### src/rtl/spike_window_counter.sv
// Counts output-layer spikes per neuron over a programmable window of cycles,
// then publishes saturated per-neuron counts and the index of the winning neuron.
//
// Handshake: start is a level request sampled only in IDLE; the edge that sees
// start=1 in IDLE accepts it and captures window_len. done is a one-cycle pulse
// in the cycle after results load, and start may be raised in that same cycle.
// abort is sampled in RUN/DONE and wins over both start and window completion.
module spike_window_counter #(
    parameter int NUM_OUTPUTS  = 1,
    parameter int COUNT_WIDTH  = 16,
    parameter int WINDOW_WIDTH = 32,
    localparam int WINNER_WIDTH = (NUM_OUTPUTS > 1) ? $clog2(NUM_OUTPUTS) : 1
) (
    input  logic                               S_AXI_ACLK,
    input  logic                               S_AXI_ARESETN,
    input  logic [NUM_OUTPUTS-1:0]             spike_in,
    input  logic                               start,
    input  logic                               abort,
    input  logic [WINDOW_WIDTH-1:0]            window_len,
    output logic                               busy,
    output logic                               done,
    output logic [NUM_OUTPUTS*COUNT_WIDTH-1:0] counts,
    output logic [WINNER_WIDTH-1:0]            winner,
    output logic                               winner_valid,
    output logic [1:0]                         state_dbg
);

    typedef enum logic [1:0] {
        IDLE = 2'd0,
        RUN  = 2'd1,
        DONE = 2'd2
    } state_t;

    localparam logic [COUNT_WIDTH-1:0] ACC_MAX = '1;

    state_t                  state;
    logic [WINDOW_WIDTH-1:0] remaining;
    logic [COUNT_WIDTH-1:0]  acc [NUM_OUTPUTS];

    logic [COUNT_WIDTH-1:0]  best_cnt;
    logic [WINNER_WIDTH-1:0] best_idx;
    logic                    any_nonzero;

    assign busy      = (state != IDLE);
    assign state_dbg = state;

    // Strict greater-than keeps the lowest index among tied maxima.
    always_comb begin
        best_cnt    = acc[0];
        best_idx    = '0;
        any_nonzero = 1'b0;
        for (int i = 0; i < NUM_OUTPUTS; i++) begin
            if (acc[i] != '0) begin
                any_nonzero = 1'b1;
            end
            if (acc[i] > best_cnt) begin
                best_cnt = acc[i];
                best_idx = WINNER_WIDTH'(i);
            end
        end
    end

    always_ff @(posedge S_AXI_ACLK or negedge S_AXI_ARESETN) begin
        if (!S_AXI_ARESETN) begin
            state        <= IDLE;
            remaining    <= '0;
            done         <= 1'b0;
            counts       <= '0;
            winner       <= '0;
            winner_valid <= 1'b0;
            for (int i = 0; i < NUM_OUTPUTS; i++) begin
                acc[i] <= '0;
            end
        end else begin
            done <= 1'b0;
            case (state)
                IDLE: begin
                    if (start) begin
                        for (int i = 0; i < NUM_OUTPUTS; i++) begin
                            acc[i] <= '0;
                        end
                        remaining <= window_len;
                        state     <= (window_len == '0) ? DONE : RUN;
                    end
                end
                RUN: begin
                    if (abort) begin
                        state <= IDLE;
                    end else begin
                        for (int i = 0; i < NUM_OUTPUTS; i++) begin
                            if (spike_in[i] && (acc[i] != ACC_MAX)) begin
                                acc[i] <= acc[i] + COUNT_WIDTH'(1);
                            end
                        end
                        remaining <= remaining - WINDOW_WIDTH'(1);
                        if (remaining == WINDOW_WIDTH'(1)) begin
                            state <= DONE;
                        end
                    end
                end
                DONE: begin
                    state <= IDLE;
                    if (!abort) begin
                        for (int i = 0; i < NUM_OUTPUTS; i++) begin
                            counts[i*COUNT_WIDTH +: COUNT_WIDTH] <= acc[i];
                        end
                        winner       <= best_idx;
                        winner_valid <= any_nonzero;
                        done         <= 1'b1;
                    end
                end
                default: begin
                    state <= IDLE;
                end
            endcase
        end
    end

endmodule

### config.mk
export PLATFORM = sky130hd
export DESIGN_NAME = spike_window_counter
export DESIGN_NICKNAME = d
export VERILOG_FILES = /design/src/rtl/spike_window_counter.sv
export SDC_FILE = /design/constraint.sdc
export NUM_CORES = 1
export LEC_CHECK = 0
export ABC_AREA = 1
export ABC_CLOCK_PERIOD_IN_PS = 1800
export CAP_MARGIN = 20
export CORE_MARGIN = 2
export CORE_UTILIZATION = 40
export DETAILED_ROUTE_END_ITERATION = 10
export DONT_BUFFER_PORTS = 1
export PLACE_DENSITY = 0.53
export RECOVER_POWER = 100
export SYNTH_ARGS = -nofsm -noshare
export SYNTH_HDL_FRONTEND = slang
export SYNTH_SLANG_ARGS = --single-unit
### constraint.sdc
create_clock -name S_AXI_ACLK -period 1.8 [get_ports S_AXI_ACLK]
set_input_delay 0.36 -clock S_AXI_ACLK [delete_from_list [all_inputs] [get_ports S_AXI_ACLK]]
set_output_delay 0.36 -clock S_AXI_ACLK [all_outputs]
set_load 0.02 [all_outputs]
==> out/qor.csv <==
metric,value,unit
Die Wd,109.6,microns
Die H,109.6,microns
CP Launch Type,register,
DRC viols,0,
# diodes,0,
failing checks,hold timing,
Clock Tree Root,clkbuf_8,
Routed WL,13.11,mm
Max transition margin,65.08,%
Max Fclk,580.9,MHz
# port buffers,0,
Num CTS Buffers,9,
worst skew pair latency,380,ps
clock skew,12.51,ps
Sink Count,68,
first-pass GRT wire length,20.93,mm
critical path type,register to output pin,
Worst EP arrival,1360,ps
Mapped Cells,676,
synth unique cells,36,
Layout area overhead,12.46,%
First DRT Iteration DRCs,245,
crit end category,output pin,
"CTS clk-pin slew, worst paths",90,ps
hold crit path type,primary input to asynchronous set/reset pin,
Routed Antenna Nets,0,
DP HPWL,9.366,mm
outcome,"complete, but fails checks",
Max IR drop VDD,0.7323,mV
Leakage,2.327,nW
DR WL/cell,15.64,microns
DR pass1 iterations,5,
endpoints failing hold,68,
post-synth net total,717,
Vias,4306,
Total Power,7.972,mW
layout cell share with drive strength beyond 1,11.03,%
RSZ-0062 raised after global routing,true,
Starting Density,41.12,%
maximum number of pins on one net before global-route repair,69,
Pwr Density,1590,mW/mm^2
row count,38,
max-slew violations,0,
worst-path fanout max,4,
Slew @ Worst Pin,519.7,ps
H-tree levels,3,
maxcap violations,0,
Final Cycle Share,95.64,%
sequential area share after synthesis,38.17,%
Mapped Area,0.004458,sq mm
Syn Area/Cell,6.595,sq um
IO Pins,59,
CTS tree,done,
Synth Warn #,0,
Routability Congestion,0.9591,
initial antenna violation count,0,
endpoints failing setup,0,
die area,0.01201,sq mm
worst hold margin,-331.4,ps
drt via density,5.138,
Worst EP required,1440,ps
grt ovf,0,
#FFs+latches synth,68,
Period minus WS final,1722,ps
GRT Total Usage,23.05,%
vias in the first global route,4129,
core area,0.01084,sq mm
fin nets,734,
Max clock buf depth,2,
-- power breakdown --
group / leakage, nW / internal [mW] / switching, mW / total [mW]
clock: 0.0995 / 0.689 / 0.688 / 1.38
combinational: 1.37 / 1.25 / 2.39 / 3.63
sequential: 0.859 / 2.12 / 0.839 / 2.96
-- registers in the layout (all words and copies together), names as in the netlist --
signal        count
remaining        32
done              1
acc              16
state_dbg         2
counts           16
winner_valid      1
-- kinds of logic after synthesis --
kind of cell	after synthesis	synth area share, %
AND/OR/NAND/NOR	408	38.54
buffers and inverters	94	8.981
AO/OA/AOI/OAI	90	10.95
flip-flops	68	38.17
XOR/XNOR	11	2.161
adder cells (fa/ha/maj)	4	1.123
other	1	0.08412
-- synth_stat cells --
library cell | number | area share [%]
nand3b_1 | 1 | 0.17
a21boi_0 | 1 | 0.17
o21ai_2 | 5 | 0.98
nor2_4 | 1 | 0.25
nand2_2 | 9 | 1.3
inv_2 | 4 | 0.34
dfrtp_1 | 68 | 38
inv_1 | 69 | 5.8
xor2_1 | 9 | 1.8
or2_0 | 1 | 0.14
nor3_1 | 8 | 0.90
buf_8 | 1 | 0.34
o21ai_0 | 39 | 4.4
a21oi_1 | 30 | 3.4
or2_2 | 1 | 0.14
conb_1 | 1 | 0.084
o211ai_1 | 2 | 0.34
buf_12 | 1 | 0.45
o32ai_1 | 1 | 0.20
a2bb2oi_1 | 1 | 0.20
nor3_4 | 1 | 0.36
nand2_4 | 1 | 0.25
xnor2_1 | 2 | 0.39
o21ai_1 | 8 | 0.90
nand3_2 | 1 | 0.22
nand4_1 | 14 | 2.0
buf_4 | 2 | 0.34
nor2_1 | 105 | 8.8
clkbuf_1 | 7 | 0.59
o22ai_1 | 3 | 0.42
nand3_1 | 45 | 5.1
nand2_1 | 212 | 18
nor2_2 | 7 | 0.98
buf_2 | 10 | 1.1
ha_1 | 4 | 1.1
and2_1 | 1 | 0.14
-- worst max-delay path, cell delays in order, from the launching register on --
cell	delay, ps
dfrtp_1	420
nor2_1	130
clkbuf_1	160
inv_1	110
buf_4	170
-- timing repair --
action                     in CTS  in global routing
hold endpoints to repair       68                 68
resized for setup               1                 22
buffers inserted                0                  6
cloned                          0                  2
pin swaps                       0                  3
setup endpoints to repair       1                 33
-- stage by stage --
| step | TNS (ps) | cells | utilization [%] | instance area [sq um] | worst slack [ps] |
|---|---|---|---|---|---|
| 2_1_floorplan | 0 | 676 | - | 4458 | 298.3 |
| 3_3_place_gp | -23.48 | 814 | 43.24 | 4687 | -23.48 |
| 3_5_place_dp | 0 | 814 | 43.24 | 4687 | 24.84 |
| 4_1_cts | 0 | 830 | 45.19 | 4898 | 4.169 |
| 5_1_grt | -115.1 | 838 | 46.25 | 5014 | -20.69 |
| 6_report | 0 | 838 | 46.25 | 5014 | 78.46 |
-- placed cells by master, fill, tap and decap left out, drive strengths merged, types with 13 or more instances in the layout --
cell type | Yosys | final
nor2 | 113 | 113
dfrtp | 68 | 68
nand2 | 222 | 224
nand4 | 14 | 14
inv | 73 | 75
a21oi | 30 | 30
clkbuf | 7 | 13
nand3 | 46 | 46
buf | 14 | 22
o21ai | 52 | 52
-- metal layers --
metal | vias up | global-route usage, % | part of all wire [%]
met2 | 102 | 40.65 | 50
met1 | 1993 | 27.40 | 43
met4 | 0 | 10.94 | 3.5
met3 | 31 | 3.438 | 3.6
met5 | - | 0 | 0
li1 | 2180 | - | -
-- path summary, 6_finish.rpt --
check                               from             to  slack, ps  depth (start not counted)
max                         state_dbg[0]           busy         80                          4
min                        S_AXI_ARESETN         acc[2]       -330                          0
max reg2reg                       acc[1]         acc[0]         90                         10
min reg2reg                remaining[31]  remaining[31]        510                          2
max in group asynchronous  S_AXI_ARESETN  remaining[22]       2020                          0
min in group S_AXI_ACLK            abort           done        110                          1
-- cell type report --
type	instances	area, sq um
fillers	1136	5827
well taps	140	175.2
flip-flops and latches	68	1702
inverters	73	281.5
clock buffers	10	137.6
repair buffers	25	212.7
multi-input cells	516	2434
clock inverters	6	71.32
No activity file was read; power rests on OpenSTA's default activity.
